$ cat src/rtl/mac_rx_frame_buf.sv
// Frame-aware receive FIFO controller in front of a dual-port RAM: speculative
// writes with per-frame commit/rollback, and a registered valid/ready read stream.
module mac_rx_frame_buf #(
    parameter int DATA_WIDTH = 32,
    parameter int ADDR_WIDTH = 5
) (
    input  logic                  Clk,
    input  logic                  Reset_n,
    input  logic                  wr_en,
    input  logic [DATA_WIDTH-1:0] wr_data,
    input  logic                  wr_eop,
    input  logic                  wr_err,
    output logic [DATA_WIDTH:0]   ram_data,
    output logic                  ram_wren,
    output logic [ADDR_WIDTH-1:0] ram_waddr,
    output logic [ADDR_WIDTH-1:0] ram_raddr,
    input  logic [DATA_WIDTH:0]   ram_q,
    output logic                  rd_valid,
    input  logic                  rd_ready,
    output logic [DATA_WIDTH-1:0] rd_data,
    output logic                  rd_eop,
    output logic [ADDR_WIDTH:0]   frame_cnt,
    output logic [15:0]           drop_cnt,
    output logic                  full,
    output logic                  empty
);
    localparam logic [ADDR_WIDTH:0] DEPTH_P = {1'b1, {ADDR_WIDTH{1'b0}}};

    typedef enum logic [1:0] {W_IDLE, W_FRAME, W_DROP} wstate_t;

    wstate_t               r_state;
    logic [ADDR_WIDTH:0]   r_wr_ptr;
    logic [ADDR_WIDTH:0]   r_cm_ptr;
    logic [ADDR_WIDTH:0]   r_rd_ptr;
    logic                  r_rd_valid;
    logic [DATA_WIDTH-1:0] r_rd_data;
    logic                  r_rd_eop;
    logic [ADDR_WIDTH:0]   r_frame_cnt;
    logic [15:0]           r_drop_cnt;

    logic w_full;
    logic w_accept;
    logic w_commit;
    logic w_rollback;
    logic w_load;
    logic w_eop_taken;

    assign w_full      = (r_wr_ptr - r_rd_ptr) == DEPTH_P;
    assign w_accept    = wr_en && !w_full && (r_state != W_DROP);
    assign w_commit    = w_accept && wr_eop && !wr_err;
    // Any EOP that does not commit (error, overflow, or already dropping) rolls back.
    assign w_rollback  = wr_en && wr_eop && !w_commit;
    assign w_load      = (r_cm_ptr != r_rd_ptr) && (!r_rd_valid || rd_ready);
    assign w_eop_taken = r_rd_valid && rd_ready && r_rd_eop;

    // No RAM writes may escape while the controller is held in reset.
    assign ram_wren  = Reset_n && w_accept;
    assign ram_data  = {wr_eop, wr_data};
    assign ram_waddr = r_wr_ptr[ADDR_WIDTH-1:0];
    assign ram_raddr = r_rd_ptr[ADDR_WIDTH-1:0];

    always_ff @(posedge Clk or negedge Reset_n) begin
        if (!Reset_n) begin
            r_state    <= W_IDLE;
            r_wr_ptr   <= '0;
            r_cm_ptr   <= '0;
            r_drop_cnt <= '0;
        end else begin
            if (w_rollback) begin
                r_wr_ptr <= r_cm_ptr;
                r_state  <= W_IDLE;
                if (r_drop_cnt != 16'hFFFF) begin
                    r_drop_cnt <= r_drop_cnt + 16'd1;
                end
            end else if (w_commit) begin
                r_wr_ptr <= r_wr_ptr + 1'b1;
                r_cm_ptr <= r_wr_ptr + 1'b1;
                r_state  <= W_IDLE;
            end else if (w_accept) begin
                r_wr_ptr <= r_wr_ptr + 1'b1;
                r_state  <= W_FRAME;
            end else if (wr_en) begin
                r_state  <= W_DROP;
            end
        end
    end

    always_ff @(posedge Clk or negedge Reset_n) begin
        if (!Reset_n) begin
            r_rd_ptr   <= '0;
            r_rd_valid <= 1'b0;
            r_rd_data  <= '0;
            r_rd_eop   <= 1'b0;
        end else if (w_load) begin
            {r_rd_eop, r_rd_data} <= ram_q;
            r_rd_valid            <= 1'b1;
            r_rd_ptr              <= r_rd_ptr + 1'b1;
        end else if (rd_ready) begin
            r_rd_valid <= 1'b0;
        end
    end

    always_ff @(posedge Clk or negedge Reset_n) begin
        if (!Reset_n) begin
            r_frame_cnt <= '0;
        end else if (w_commit && !w_eop_taken) begin
            r_frame_cnt <= r_frame_cnt + 1'b1;
        end else if (!w_commit && w_eop_taken) begin
            r_frame_cnt <= r_frame_cnt - 1'b1;
        end
    end

    assign rd_valid  = r_rd_valid;
    assign rd_data   = r_rd_data;
    assign rd_eop    = r_rd_eop;
    assign frame_cnt = r_frame_cnt;
    assign drop_cnt  = r_drop_cnt;
    assign full      = w_full;
    assign empty     = (r_cm_ptr == r_rd_ptr) && !r_rd_valid;

endmodule

$ cat config.mk
export PLATFORM = sky130hd
export DESIGN_NAME = mac_rx_frame_buf
export DESIGN_NICKNAME = d
export VERILOG_FILES = /design/src/rtl/mac_rx_frame_buf.sv
export SDC_FILE = /design/constraint.sdc
export NUM_CORES = 1
export LEC_CHECK = 0
export ABC_AREA = 0
export BUFFER_PORTS_ARGS = -buffer_cell sky130_fd_sc_hd__buf_2
export CAP_MARGIN = 20
export CORE_MARGIN = 2
export CORE_UTILIZATION = 44
export DETAILED_ROUTE_END_ITERATION = 8
export PLACE_DENSITY = 0.77
export SETUP_SLACK_MARGIN = 0.4
export SYNTH_ARGS = -nofsm -noshare
export SYNTH_HDL_FRONTEND = slang
export SYNTH_SLANG_ARGS = --single-unit
$ cat constraint.sdc
create_clock -name Clk -period 3.6 [get_ports Clk]
set_input_delay 0.54 -clock Clk [delete_from_list [all_inputs] [get_ports Clk]]
set_output_delay 0.54 -clock Clk [all_outputs]
set_load 0.02 [all_outputs]
==> metrics.yaml, run 1 <==
critical_path:
  crit_path_leading_delay_family: "compound AO/OA/AOI/OAI gates"
  timing.reg2reg.worst_path_depth: 17
  slowest_delay_ps: 430
  cp_data_arrival_time_ps: 3390
  worst_path_most_repeated_cell: "sky130_fd_sc_hd__ha_4"
  critical_path.reg2reg.endpoint: "frame_cnt[5]"
  crit_path_start_kind: "flip-flop"
  crit_path_top_delay_cell: "sky130_fd_sc_hd__dfrtp_1"
  timing.rr.start: "r_rd_ptr[1]"
  start_to_end_type_of_the_worst_setup_path: "reg2reg"
  critPathMaxFanout: 5
  timing.critical_path.required_ps: 3840
  critPathCaptureType: "flip-flop"
  worstPathBufferInverterCount: 2
  crit_chain: "inv_2 -> ha_4 -> nor2b_4 -> o22ai_2 -> nand3b_1 -> a211oi_4 -> a21oi_2 -> ha_4 -> inv_4 -> ha_4 -> a21o_1 -> a21oi_2 -> o21bai_1 -> a21oi_1 -> xnor2_1 -> nor2_1 -> xor2_1"
  r2r_slack_ps: 450
power:
  p_leak_nw: 2.28
  pwr_density_cell_nw_per_um2: 795
  power_mw: 3.79
  worst_ir_drop_vdd_uv: 341
global_routing:
  grt_start_max_net_pins: 77
  grt_use_total: 0.169
  first_global_vias: 2800
  gr-total-overflow: 0
  first_pass_grt_wire_length_mm: 13.4
  initial_antenna_violation_count: 0
sta:
  max_clock_freq_ghz: 0.318
  timing.setup.tns_ps: 0
  setup_ws_ps: 451
  layout_worst_path_cycle_share: 0.875
  final.min_clock_period_ps: 3150
  rsz0062_at_grt: "yes"
  finalHoldWorstSlack_ps: 407
  fin_skew_ps: 14.9
  tightest_slew_ps: 928
  max_slew_margin: 0.382
  hold_viol_final: 0
  final-setup-viol-count: 0
  slew_violations: 0
die:
  dieWidth_um: 100
  core.rowCount: 35
  core_region_area_um2: 9150
  start_util: 0.448
  design.die.area_um2: 10100
  top_level_ports: 173
  floorplan.die.height_um: 100
final_layout:
  finish.cell_count_without_fillers: 562
  final-seq-area_um2: 1910
  count_of_antenna_diodes_in_the_layout: 0
  final_common_cell: "sky130_fd_sc_hd__buf_2"
  nets: 531
  finalCoreUtilization: 0.521
  fin_area_um2: 4770
  layout_common_cells: "sky130_fd_sc_hd__buf_2, sky130_fd_sc_hd__dfrtp_1, sky130_fd_sc_hd__mux2_2"
  filler_cell_count: 764
  areaGrowthSynthToFinish_pct: 16.4
  layout-drive-gt1-share: 0.443
  multi_input_area_um2: 1820
clock_tree:
  cts_buffers: 9
  clock_sink_count: 76
  cts.reportedPaths.clkPinSlew_ps: 90
  cts_buffer_depth: 2
  clkLatencyLatePin_ps: 350
  ctsRootBufferMaster: "sky130_fd_sc_hd__clkbuf_8"
  tritoncts_clock_tree: "done"
  cts-htree-levels: 3
  cts_hold_repair.buffers: 0
routing:
  drc_errors: 0
  detailedRoute.firstIterationViolations: 222
  route.final.wire_length_mm: 8.83
  ant_nets: 0
  detailedRoute.firstPassIterationCount: 5
  vias: 2894
  avgRoutedWirePerCell_um: 15.7
  post_drt_via_cell_ratio: 5.15
flow_run:
  drv_cap: 0
synth:
  ys_seq_area_frac: 0.464
  async_reset_ff_frac: 1.00
  synth_edf_count: 0
  synth_cell_types: 45
  syn-mean-instance-area_um2: 11.1
  synth_warnings: 0
  synthesis.instances: 370
  synth.cell_area_um2: 4100
  post_synthesis_net_count: 455
  synth.ff_latch_count: 76
  flip_flop_cell_with_the_highest_count_after_synthesis: "sky130_fd_sc_hd__dfrtp_1"
min_path:
  holdPathEnd: "rd_valid"
  hp-start: "rd_ready"
  hold_path_class: "in2reg"
  hold_path_depth: 2
placed_design:
  pre_cts_ws_ps: 345
  placed_area_um2: 4470
  dp.cells: 536
  place.detailed.hpwl_mm: 6.39
  gp_routability_congestion: 0.845
  port_buffers: 108
run_status:
  status: "completed"
[how the worst max path moves through the flow]
stage,startpoint,to,slack (ps),depth (start not counted)
floorplan,r_rd_ptr[1],frame_cnt[5],330,19
detailed placement,r_rd_ptr[1],frame_cnt[5],350,17
global placement,r_rd_ptr[1],frame_cnt[5],510,17
finish,r_rd_ptr[1],frame_cnt[5],450,17
global route,r_rd_ptr[1],frame_cnt[5],300,17
CTS,r_wr_ptr[2],frame_cnt[5],430,16
[flip-flops by register name, indices dropped and copies added (netlist names)]
signal	flops
rd_valid	1
r_cm_ptr	6
r_wr_ptr	6
rd_data	32
r_state	2
drop_cnt	16
rd_eop	1
frame_cnt	6
r_rd_ptr	6
[routing by layer]
| metal | global-route usage | up-vias | routed length (um) |
|---|---|---|---|
| met5 | 0 | - | 0 |
| li1 | - | 1390 | - |
| met3 | 0.0402 | 18 | 528 |
| met4 | 0.0917 | 0 | 204 |
| met1 | 0.215 | 1386 | 3640 |
| met2 | 0.268 | 100 | 4460 |
[kinds of logic after synthesis]
| group | count (synthesis) | synth area share |
|---|---|---|
| compound gates | 46 | 0.0776 |
| flops | 76 | 0.464 |
| simple gates | 84 | 0.115 |
| fa+ha+maj | 14 | 0.0446 |
| buf+inv | 73 | 0.110 |
| xor+xnor | 40 | 0.0874 |
| mux | 37 | 0.102 |
[timing repair]
item,in CTS,in global routing
pin swaps,1,11
endpoints found under the hold margin,0,0
cloned,0,0
setup buffers,1,9
resized for setup,1,7
setup endpoints to repair,1,2
[cell usage after synthesis (all sizes together) (3+ instances only)]
| cell type | n | area share |
|---|---|---|
| a211oi | 4 | 0.010 |
| a21o | 3 | 0.0055 |
| nor2 | 11 | 0.010 |
| a21oi | 13 | 0.018 |
| o221ai | 3 | 0.0064 |
| and2 | 5 | 0.0076 |
| nor3 | 15 | 0.018 |
| nor4b | 3 | 0.0095 |
| nand4 | 10 | 0.015 |
| inv | 16 | 0.015 |
| xor2 | 26 | 0.056 |
| o21ai | 13 | 0.017 |
| nor4 | 3 | 0.0076 |
| mux2 | 37 | 0.10 |
| buf | 50 | 0.089 |
| nand3 | 10 | 0.012 |
| dfrtp | 76 | 0.46 |
| nand2 | 16 | 0.015 |
| clkbuf | 7 | 0.0064 |
| o21a | 3 | 0.0055 |
| xnor2 | 14 | 0.032 |
| ha | 13 | 0.040 |
| and3 | 3 | 0.0046 |
[area by class of cell]
type / count / area share
Sequential cell: 76 / 0.400
Multi-Input combinational cell: 221 / 0.381
Timing Repair Buffer: 122 / 0.136
Tap cell: 111 / 0.0291
Clock buffer: 9 / 0.0260
Clock inverter: 7 / 0.0157
Inverter: 16 / 0.0131
[power by group]
group	internal (mW)	switching, mW
combinational	0.792	0.982
sequential	1.10	0.271
clock	0.324	0.326
total	2.21	1.58
No activity file was read; power rests on OpenSTA's default activity.
==> run 2: changes to the inputs <==
--- a/config.mk
+++ b/config.mk
@@ -11,6 +11,7 @@
 export CORE_MARGIN = 2
 export CORE_UTILIZATION = 44
 export DETAILED_ROUTE_END_ITERATION = 8
+export MAX_ROUTING_LAYER = met4
 export PLACE_DENSITY = 0.77
 export SETUP_SLACK_MARGIN = 0.4
 export SYNTH_ARGS = -nofsm -noshare
==> run 2 against run 1 <==
  * Sequential share of layout area is the same
  * Worst hold slack got worse by 2.8 ps
  * Largest power group unchanged
  * Register-to-register slack about the same
  * Combinational power about the same
  * Power barely moved
  * Critical path type unchanged
  * Die area unchanged
  * First-iteration DRC count up 4.1%
  * Fmax increased by 0.15%
  * Worst setup slack improved by 4.6 ps
  * Design area unchanged
  * Core utilization unchanged
==> metrics.yaml, run 2 (synthesized netlist as in run 1, its figures left out) <==
power:
  internal_power_consumption_mw: 2.21  # about the same
  p_sw_frac: 0.416  # about the same
  worst_ir_drop_vdd_uv: 340  # was 341 uV
  clock_network_power_share: 0.172  # was 0.171
  share_seq_of_total_power: 0.361  # about the same
  power_mw: 3.79  # about the same
  total_switching_power_mw: 1.58  # about the same
  pwr_density_cell_nw_per_um2: 795  # about the same
  pwr-share-comb: 0.467  # was 0.468
  p_leak_nw: 2.28  # unchanged
critical_path:
  cp_data_arrival_time_ps: 3380  # was 3390 ps
  timing.critical_path.required_ps: 3840  # about the same
  slowest_delay_ps: 470  # was 430 ps
  worstPathBufferInverterCount: 1  # was 2
  start_to_end_type_of_the_worst_setup_path: "reg2reg"  # unchanged
  critPathCaptureType: "flip-flop"  # unchanged
  critPathMaxFanout: 5  # unchanged
  crit_path_top_delay_cell: "sky130_fd_sc_hd__dfrtp_1"  # unchanged
  worst_path_most_repeated_cell: "sky130_fd_sc_hd__ha_4"  # unchanged
  crit_chain: "ha_4 -> nor2b_4 -> o22ai_2 -> nand3b_1 -> a211oi_4 -> a21oi_2 -> ha_4 -> inv_4 -> ha_4 -> a21o_1 -> a21oi_2 -> o21bai_1 -> a21oi_1 -> xnor2_1 -> nor2_1 -> xor2_1"  # was inv_2 -> ha_4 -> nor2b_4 -> o22ai_2 -> nand3b_1 -> a211oi_4 -> a21oi_2 -> ha_4 -> inv_4 -> ha_4 -> a21o_1 -> a21oi_2 -> o21bai_1 -> a21oi_1 -> xnor2_1 -> nor2_1 -> xor2_1
  crit_path_start_kind: "flip-flop"  # unchanged
  crit_path_leading_delay_family: "compound AO/OA/AOI/OAI gates"  # unchanged
die:
  top_level_ports: 173  # unchanged
  core_region_area_um2: 9150  # unchanged
  core.rowCount: 35  # unchanged
  floorplan.die.height_um: 100  # unchanged
  start_util: 0.448  # unchanged
  dieWidth_um: 100  # unchanged
  design.die.area_um2: 10100  # unchanged
clock_tree:
  clkLatencyLatePin_ps: 350  # about the same
  cts.reportedPaths.clkPinSlew_ps: 90  # about the same
  cts_buffers: 9  # unchanged
  tritoncts_clock_tree: "done"  # unchanged
  cts-htree-levels: 3  # unchanged
  cts_hold_repair.buffers: 0  # unchanged
  ctsRootBufferMaster: "sky130_fd_sc_hd__clkbuf_8"  # unchanged
  clock_sink_count: 76  # unchanged
  cts_buffer_depth: 2  # unchanged
global_routing:
  first_global_vias: 2804  # was 2800
  grt_use_total: 0.174  # was 0.169
  initial_antenna_violation_count: 0  # unchanged
  gr-total-overflow: 0  # unchanged
  grt_start_max_net_pins: 77  # unchanged
  first_pass_grt_wire_length_mm: 13.4  # about the same
final_layout:
  finish.cell_count_without_fillers: 562  # unchanged
  count_of_antenna_diodes_in_the_layout: 0  # unchanged
  nets: 531  # unchanged
  areaGrowthSynthToFinish_pct: 16.4  # unchanged
  fin_area_um2: 4770  # unchanged
  filler_cell_count: 764  # unchanged
  layout-drive-gt1-share: 0.443  # unchanged
  final_common_cell: "sky130_fd_sc_hd__buf_2"  # unchanged
  layout_common_cells: "sky130_fd_sc_hd__buf_2, sky130_fd_sc_hd__dfrtp_1, sky130_fd_sc_hd__mux2_2"  # unchanged
  finalCoreUtilization: 0.521  # unchanged
  largest_register_ffs: 32  # unchanged
placed_design:
  place.detailed.hpwl_mm: 6.39  # unchanged
  port_buffers: 108  # unchanged
  dp.cells: 536  # unchanged
  placed_area_um2: 4470  # unchanged
  gp_routability_congestion: 0.858  # was 0.845
  pre_cts_ws_ps: 345  # unchanged
sta:
  finalHoldWorstSlack_ps: 404  # was 407 ps
  final-setup-viol-count: 0  # unchanged
  slew_violations: 0  # unchanged
  setup_ws_ps: 456  # was 451 ps
  max_slew_margin: 0.369  # was 0.382
  layout_worst_path_cycle_share: 0.873  # was 0.875
  final.min_clock_period_ps: 3140  # was 3150 ps
  hold_viol_final: 0  # unchanged
  max_clock_freq_ghz: 0.318  # about the same
  rsz0062_at_grt: "yes"  # unchanged
  timing.setup.tns_ps: 0  # unchanged
  tightest_slew_ps: 946  # was 928 ps
  fin_skew_ps: 16.0  # was 14.9 ps
run_status:
  status: "completed"  # unchanged
routing:
  detailedRoute.firstIterationViolations: 231  # was 222
  drc_errors: 0  # unchanged
  detailedRoute.firstPassIterationCount: 4  # was 5
  vias: 2936  # was 2894
  ant_nets: 0  # unchanged
  post_drt_via_cell_ratio: 5.22  # was 5.15
  avgRoutedWirePerCell_um: 15.7  # about the same
  route.final.wire_length_mm: 8.83  # about the same
flow_run:
  drv_cap: 0  # unchanged
min_path:
  hold_path_class: "in2reg"  # unchanged
## run 2: cell type report
type / count / area (um2) / share of cell area
Timing Repair Buffer: 122 / 648 / 0.136
Clock inverter: 7 / 75.1 / 0.0157
Inverter: 16 / 62.6 / 0.0131
Sequential cell: 76 / 1910 / 0.400
Tap cell: 111 / 139 / 0.0291
Clock buffer: 9 / 124 / 0.0260
Multi-Input combinational cell: 221 / 1820 / 0.381
## run 2: what timing repair did
item / in CTS / in global routing
endpoints found under the setup margin: 1 / 2
resized for setup: 1 / 7
pin swaps: 1 / 11
setup buffers: 1 / 9
## run 2: metal layers
metal	up-vias	track usage	share of wire
met3	18	0.0354	0.060
li1	1393	-	-
met5	-	-	0
met4	0	0.0917	0.023
met1	1418	0.216	0.41
met2	107	0.268	0.50
## run 2: power groups by stage
stage / registers [mW] / clock network [mW] / logic, mW
floorplan: 1.50 / 0 / 1.13
global placement: 1.36 / 0 / 1.56
finish: 1.37 / 0.653 / 1.77
global route: 1.40 / 0.711 / 1.93
CTS: 1.37 / 0.670 / 1.62
detailed placement: 1.38 / 0 / 1.61
## run 2: worst paths after layout
check | start | endpoint | slack (ps) | depth (start not counted)
max in group asynchronous | Reset_n | r_rd_ptr[2] | 2490 | 2
max reg2reg | r_wr_ptr[1] | frame_cnt[5] | 460 | 16
min reg2reg | frame_cnt[5] | frame_cnt[5] | 490 | 1
max | r_wr_ptr[1] | frame_cnt[5] | 460 | 16
min | rd_ready | rd_valid | 400 | 2
min in group asynchronous | Reset_n | r_wr_ptr[1] | 460 | 2
## run 2: worst reg2reg max path: stages, from the launching register on
cell                       delay (ps)
sky130_fd_sc_hd__dfrtp_1          470
sky130_fd_sc_hd__ha_4             300
sky130_fd_sc_hd__nor2b_4          160
sky130_fd_sc_hd__o22ai_2          100
sky130_fd_sc_hd__nand3b_1         210
sky130_fd_sc_hd__a211oi_4         290
sky130_fd_sc_hd__a21oi_2          120
sky130_fd_sc_hd__ha_4             190
sky130_fd_sc_hd__inv_4             70
sky130_fd_sc_hd__ha_4             190
sky130_fd_sc_hd__a21o_1           160
sky130_fd_sc_hd__a21oi_2          160
sky130_fd_sc_hd__o21bai_1          90
sky130_fd_sc_hd__a21oi_1          180
sky130_fd_sc_hd__xnor2_1          140
sky130_fd_sc_hd__nor2_1            60
sky130_fd_sc_hd__xor2_1           150
